## config.mk

```make
export PLATFORM = sky130hd
export DESIGN_NAME = btn_conditioner
export DESIGN_NICKNAME = d
export VERILOG_FILES = /design/src/rtl/btn_pkg.sv /design/src/rtl/btn_debounce_ch.sv /design/src/rtl/btn_conditioner.sv
export SDC_FILE = /design/constraint.sdc
export NUM_CORES = 1
export LEC_CHECK = 0
export ABC_AREA = 1
export BUFFER_PORTS_ARGS = -buffer_cell sky130_fd_sc_hd__buf_2
export CAP_MARGIN = 15
export CORE_MARGIN = 1
export CORE_UTILIZATION = 50
export CTS_CLUSTER_DIAMETER = 30
export DETAILED_ROUTE_END_ITERATION = 16
export GPL_ROUTABILITY_DRIVEN = 0
export HOLD_SLACK_MARGIN = 0.05
export MAX_ROUTING_LAYER = met4
export PLACE_DENSITY = 0.66
export SETUP_SLACK_MARGIN = 0.02
export SKIP_CTS_REPAIR_TIMING = 1
export SLEW_MARGIN = 10
export SYNTH_ARGS = -nofsm -noshare
export SYNTH_HDL_FRONTEND = slang
export SYNTH_HIERARCHICAL = 1
export SYNTH_SLANG_ARGS = --single-unit
```

## constraint.sdc

```tcl
create_clock -name clk -period 2.05 [get_ports clk]
set_clock_uncertainty 0.2 [all_clocks]
set_input_delay 0.3075 -clock clk [delete_from_list [all_inputs] [get_ports clk]]
set_output_delay 0.3075 -clock clk [all_outputs]
set_load 0.005 [all_outputs]
```

## src/rtl/btn_pkg.sv

```systemverilog
// Shared constants for the push-button input stage.
// Channel indices match the btn_stable bit order.
package btn_pkg;

  localparam int BTN_LEFT  = 0;
  localparam int BTN_RIGHT = 1;
  localparam int BTN_JUMP  = 2;
  localparam int BTN_START = 3;
  localparam int N_BTN     = 4;

  // Stable-time requirement expressed in clk cycles.
  function automatic int db_cycles(
    input int clk_hz,
    input int ms
  );
    return (clk_hz / 1000) * ms;
  endfunction

endpackage

```

## src/rtl/btn_debounce_ch.sv

```systemverilog
// One button channel: 2-flop synchroniser, stability counter
// and debounced level.
module btn_debounce_ch
  import btn_pkg::*;
#(
  parameter int DB_CYCLES = 5,
  parameter int CNT_W     = 3
) (
  input  logic clk,
  input  logic rst,
  input  logic raw,
  output logic stable,
  output logic stable_nxt
);

  localparam logic [CNT_W-1:0] CNT_LAST = CNT_W'(DB_CYCLES - 1);

  logic             s1_q, s1_d;
  logic             s2_q, s2_d;
  logic             stable_q, stable_d;
  logic [CNT_W-1:0] cnt_q, cnt_d;

  always_comb begin
    s1_d     = raw;
    s2_d     = s1_q;
    stable_d = stable_q;
    cnt_d    = '0;
    // Any sample agreeing with the current level restarts the wait.
    if (s2_q != stable_q) begin
      if (cnt_q == CNT_LAST) begin
        stable_d = s2_q;
      end else begin
        cnt_d = cnt_q + 1'b1;
      end
    end
    if (rst) begin
      s1_d     = 1'b0;
      s2_d     = 1'b0;
      stable_d = 1'b0;
      cnt_d    = '0;
    end
  end

  always_ff @(posedge clk) begin
    s1_q     <= s1_d;
    s2_q     <= s2_d;
    stable_q <= stable_d;
    cnt_q    <= cnt_d;
  end

  assign stable     = stable_q;
  assign stable_nxt = stable_d;

endmodule

```

## src/rtl/btn_conditioner.sv

```systemverilog
// Debounces the four raw buttons and shapes them into movement
// levels plus a single-cycle start press pulse.
module btn_conditioner
  import btn_pkg::*;
#(
  parameter int CLK_HZ      = 65_000_000,
  parameter int DEBOUNCE_MS = 10
) (
  input  logic       clk,
  input  logic       rst,
  input  logic       btn_left_raw,
  input  logic       btn_right_raw,
  input  logic       btn_jump_raw,
  input  logic       btn_start_raw,
  output logic       stepleft,
  output logic       stepright,
  output logic       stepjump,
  output logic       buttondown,
  output logic [3:0] btn_stable
);

  localparam int DB_CYCLES = db_cycles(CLK_HZ, DEBOUNCE_MS);
  localparam int CNT_W     = $clog2(DB_CYCLES + 1);

  logic [N_BTN-1:0] raw;
  logic [N_BTN-1:0] stable;
  logic [N_BTN-1:0] stable_nxt;

  assign raw[BTN_LEFT]  = btn_left_raw;
  assign raw[BTN_RIGHT] = btn_right_raw;
  assign raw[BTN_JUMP]  = btn_jump_raw;
  assign raw[BTN_START] = btn_start_raw;

  for (genvar i = 0; i < N_BTN; i++) begin : g_ch
    btn_debounce_ch #(
      .DB_CYCLES (DB_CYCLES),
      .CNT_W     (CNT_W)
    ) u_ch (
      .clk        (clk),
      .rst        (rst),
      .raw        (raw[i]),
      .stable     (stable[i]),
      .stable_nxt (stable_nxt[i])
    );
  end

  logic stepleft_q, stepleft_d;
  logic stepright_q, stepright_d;
  logic stepjump_q, stepjump_d;
  logic buttondown_q, buttondown_d;

  // Output flops load from the channels' next level so every
  // output changes on the same edge as the debounced level.
  always_comb begin
    stepleft_d   = stable_nxt[BTN_LEFT] & ~stable_nxt[BTN_RIGHT];
    stepright_d  = stable_nxt[BTN_RIGHT] & ~stable_nxt[BTN_LEFT];
    stepjump_d   = stable_nxt[BTN_JUMP];
    buttondown_d = stable_nxt[BTN_START] & ~stable[BTN_START];
    if (rst) begin
      stepleft_d   = 1'b0;
      stepright_d  = 1'b0;
      stepjump_d   = 1'b0;
      buttondown_d = 1'b0;
    end
  end

  always_ff @(posedge clk) begin
    stepleft_q   <= stepleft_d;
    stepright_q  <= stepright_d;
    stepjump_q   <= stepjump_d;
    buttondown_q <= buttondown_d;
  end

  assign stepleft   = stepleft_q;
  assign stepright  = stepright_q;
  assign stepjump   = stepjump_q;
  assign buttondown = buttondown_q;
  assign btn_stable = stable;

endmodule

```

==> impl_metrics.env <==
export IMPL_status="completed"
export IMPL_placement_setup_worst_slack_ns=0.234
export IMPL_path_cells="ha_1 > nand3_2 > nor2_2 > nand3_2 > nand2_4 > inv_1 > nand2_1 > inv_1"
export IMPL_setup_total_negative_slack_ns=0
export IMPL_synthesis_area_um2=4880
export IMPL_criticalPathCategory="flop to flop"
export IMPL_cts_num_sinks=96
export IMPL_ioPinCount=14
export IMPL_max_freq_mhz=550
export IMPL_grt_overflow_total=0
export IMPL_timing_critical_path_to_type="flop"
export IMPL_number_of_antenna_violating_nets_in_the_routed_design=0
export IMPL_setup_violations_final=0
export IMPL_period_share_pct=88.7
export IMPL_synth_seq_area_share_pct=39.4
export IMPL_fp_coreArea_um2=9330
export IMPL_port_buffer_count=13
export IMPL_tightest_slew_ns=0.353
export IMPL_cts_htree_levels=3
export IMPL_reg2reg_slack_ns=0.23
export IMPL_post_synth_inst_count=683
export IMPL_leakage_power_figure_nw=1.70
export IMPL_drt_pass1_iterations=4
export IMPL_syn2layout_area_growth_pct=7.77
export IMPL_max_slew_margin_pct=76.4
export IMPL_drive_gt1_share_pct=15.3
export IMPL_global_route_wire_length_before_repair_um=15900
export IMPL_std_cell_rows=35
export IMPL_max_cap_violations=0
export IMPL_r2r_worst_path_cells=8
export IMPL_via_count_of_the_first_global_routing_pass=3756
export IMPL_report_power_total_w=0.00313
export IMPL_grt_use_total_pct=19.9
export IMPL_floorplan_die_area_um2=10200
export IMPL_postSynthRegisterBits=96
export IMPL_layout_nets=718
export IMPL_detail_route_vias_per_cell=4.88
export IMPL_tritoncts="yes"
export IMPL_hpwlAfterDp_um=6810
export IMPL_ys_warnings_count=6
export IMPL_final_min_clock_period_ns=1.82
export IMPL_count_of_final_hold_check_violations=0
export IMPL_drt_wl_total_um=9060
export IMPL_min_delay_path_class="input pin to flop"
export IMPL_routedWlPerCell_um=10.8
export IMPL_grt_setup_unrepaired="false"
export IMPL_instances_no_fill=841
export IMPL_cts_clk_slew_worst_paths_ns=0.10
export IMPL_initialDrtViolationCount=103
export IMPL_cp_data_required_time_ns=2.10
export IMPL_startpoint_of_the_most_critical_setup_path="g_ch[0].u_ch/cnt_q[0]"
export IMPL_crit_path_top_delay_cell="sky130_fd_sc_hd__dfxtp_1"
export IMPL_cts_root_buffer="sky130_fd_sc_hd__clkbuf_8"
export IMPL_pwr_density_cell_nw_per_um2=596
export IMPL_rr_endpoint="g_ch[0].u_ch/cnt_q[15]"
export IMPL_die_w_um=101
export IMPL_detailroute_via_count=4104
export IMPL_critPathCapture="g_ch[0].u_ch/cnt_q[15]"
export IMPL_path_max_fanout=17
export IMPL_postSynthNetCount=693
export IMPL_finalWorstSetupSlack_ns=0.231
export IMPL_initial_utilization_pct=52.3
export IMPL_tritoncts_num_buffers=9
export IMPL_slowest_delay_ns=0.40
export IMPL_worst_r2r_startpoint="g_ch[0].u_ch/cnt_q[0]"
export IMPL_fill_cells=910
export IMPL_antenna_found_initial=0
export IMPL_power_ir_vdd_worst_uv=383
export IMPL_cts_root_to_sink_buffers=2
export IMPL_final_area_um2=5260
export IMPL_floorplan_die_height_um=101
export IMPL_synth_cell_types=21
export IMPL_timing_critical_path_from_type="flop"
export IMPL_numPlacedInstances=822
export IMPL_timing_max_transition_violations_final=0
export IMPL_postPlaceCellArea_um2=5030
export IMPL_cp_arrival_ns=1.87
export IMPL_grt_max_degree=18
export IMPL_diodes=0
export IMPL_synthesis_area_per_instance_um2=7.15
export IMPL_worstSkewPairLatency_ns=0.35
export IMPL_route_detailed_drc=0
power breakdown:
part	internal [W]	total, W	switching (W)
clock	0.000554	0.00120	0.000642
sequential	0.00187	0.00188	0.00000574
combinational	0.0000228	0.0000591	0.0000363
registers in the layout, summed over array words and instances, names as in the netlist:
name	count
buttondown	1
g_ch.u_ch/stable	4
g_ch.u_ch/s2_q	4
g_ch.u_ch/s1_q	4
stepjump	1
stepleft	1
g_ch.u_ch/cnt_q	80
stepright	1
worst max-delay path: cells and delay by family, from the launching register on:
kind	cells	cell delay (ns)
adder cells (fa/ha/maj)	1	0.24
AND/OR/NAND/NOR	5	0.78
buffers and inverters	2	0.10
flip-flops	1	0.40
synth_stat cells (all sizes together):
cell	instances	area, um^2
xnor2	24	210
ha	4	50.1
or2	4	25.0
o21ai	8	40.0
xor2	16	140
a31oi	4	25.0
dfxtp	96	1920
nand3	56	320
a21oi	28	140
and2	4	25.0
nor2	180	836
nand2	143	587
inv	88	330
nand4	24	150
buf	4	80.1
metrics by stage:
stage	hold WS (ns)	utilization, %
after CTS	-0.0563	56.0
after global routing	0.0969	56.4
after global placement	0.192	54.0
after floorplan	0.179	-
final	0.0981	56.4
after detailed placement	0.193	54.0
routing by layer:
layer	up-vias	part of all wire, %	track usage (%)
li1	2179	-	-
met1	1875	50	25.2
met2	39	47	32.9
met3	11	1.9	2.50
met4	0	1.1	6.91
met5	-	0	-
area by class of cell:
type                            instances  area [um^2]  area share, %
Clock inverter                          6         61.3           1.17
Timing Repair Buffer                   18          113           2.14
Inverter                               88          330           6.28
Sequential cell                        96         1920           36.5
Multi-Input combinational cell        495         2550           48.5
Clock buffer                            9          124           2.35
Tap cell                              129          161           3.07
cells by family after synthesis:
group                    count (synthesis)  share of synthesized area [%]
flip-flops                              96                           39.4
AO/OA/AOI/OAI                           40                           4.20
adder cells (fa/ha/maj)                  4                           1.03
AND/OR/NAND/NOR                        411                           39.8
XOR/XNOR                                40                           7.18
buffers and inverters                   92                           8.41
worst min path at each step:
stage	start	to	slack, ns	depth (start not counted)
finish	rst	stepjump	0.1	2
global route	rst	stepjump	0.1	2
global placement	g_ch[3].u_ch/s1_q	g_ch[3].u_ch/s2_q	0.19	2
CTS	btn_right_raw	g_ch[1].u_ch/s1_q	-0.06	3
floorplan	rst	g_ch[0].u_ch/s1_q	0.18	1
detailed placement	g_ch[3].u_ch/s1_q	g_ch[3].u_ch/s2_q	0.19	2
cell usage in the layout (no fill, tap or decap):
cell	Yosys	final
sky130_fd_sc_hd__clkinv_4	0	1
sky130_fd_sc_hd__ha_1	4	4
sky130_fd_sc_hd__clkbuf_8	0	9
sky130_fd_sc_hd__o21ai_0	8	8
sky130_fd_sc_hd__nor2_2	52	52
sky130_fd_sc_hd__clkinvlp_4	0	1
sky130_fd_sc_hd__buf_2	0	13
sky130_fd_sc_hd__nand3_1	48	48
sky130_fd_sc_hd__nand3_2	8	8
sky130_fd_sc_hd__inv_1	84	84
sky130_fd_sc_hd__nand4_1	24	24
sky130_fd_sc_hd__a21oi_1	28	28
sky130_fd_sc_hd__dlygate4sd3_1	0	4
sky130_fd_sc_hd__a31oi_1	4	4
sky130_fd_sc_hd__nor2_4	4	4
sky130_fd_sc_hd__and2_1	4	4
sky130_fd_sc_hd__dfxtp_1	96	96
sky130_fd_sc_hd__inv_2	4	4
sky130_fd_sc_hd__clkinv_2	0	3
sky130_fd_sc_hd__bufinv_16	0	1
sky130_fd_sc_hd__nand2_1	131	131
sky130_fd_sc_hd__xnor2_1	24	24
sky130_fd_sc_hd__xor2_1	16	16
sky130_fd_sc_hd__nand2_4	4	4
sky130_fd_sc_hd__nand2_2	8	8
sky130_fd_sc_hd__or2_1	4	4
sky130_fd_sc_hd__buf_4	0	1
sky130_fd_sc_hd__nor2_1	124	124
No activity file was read; power rests on OpenSTA's default activity.
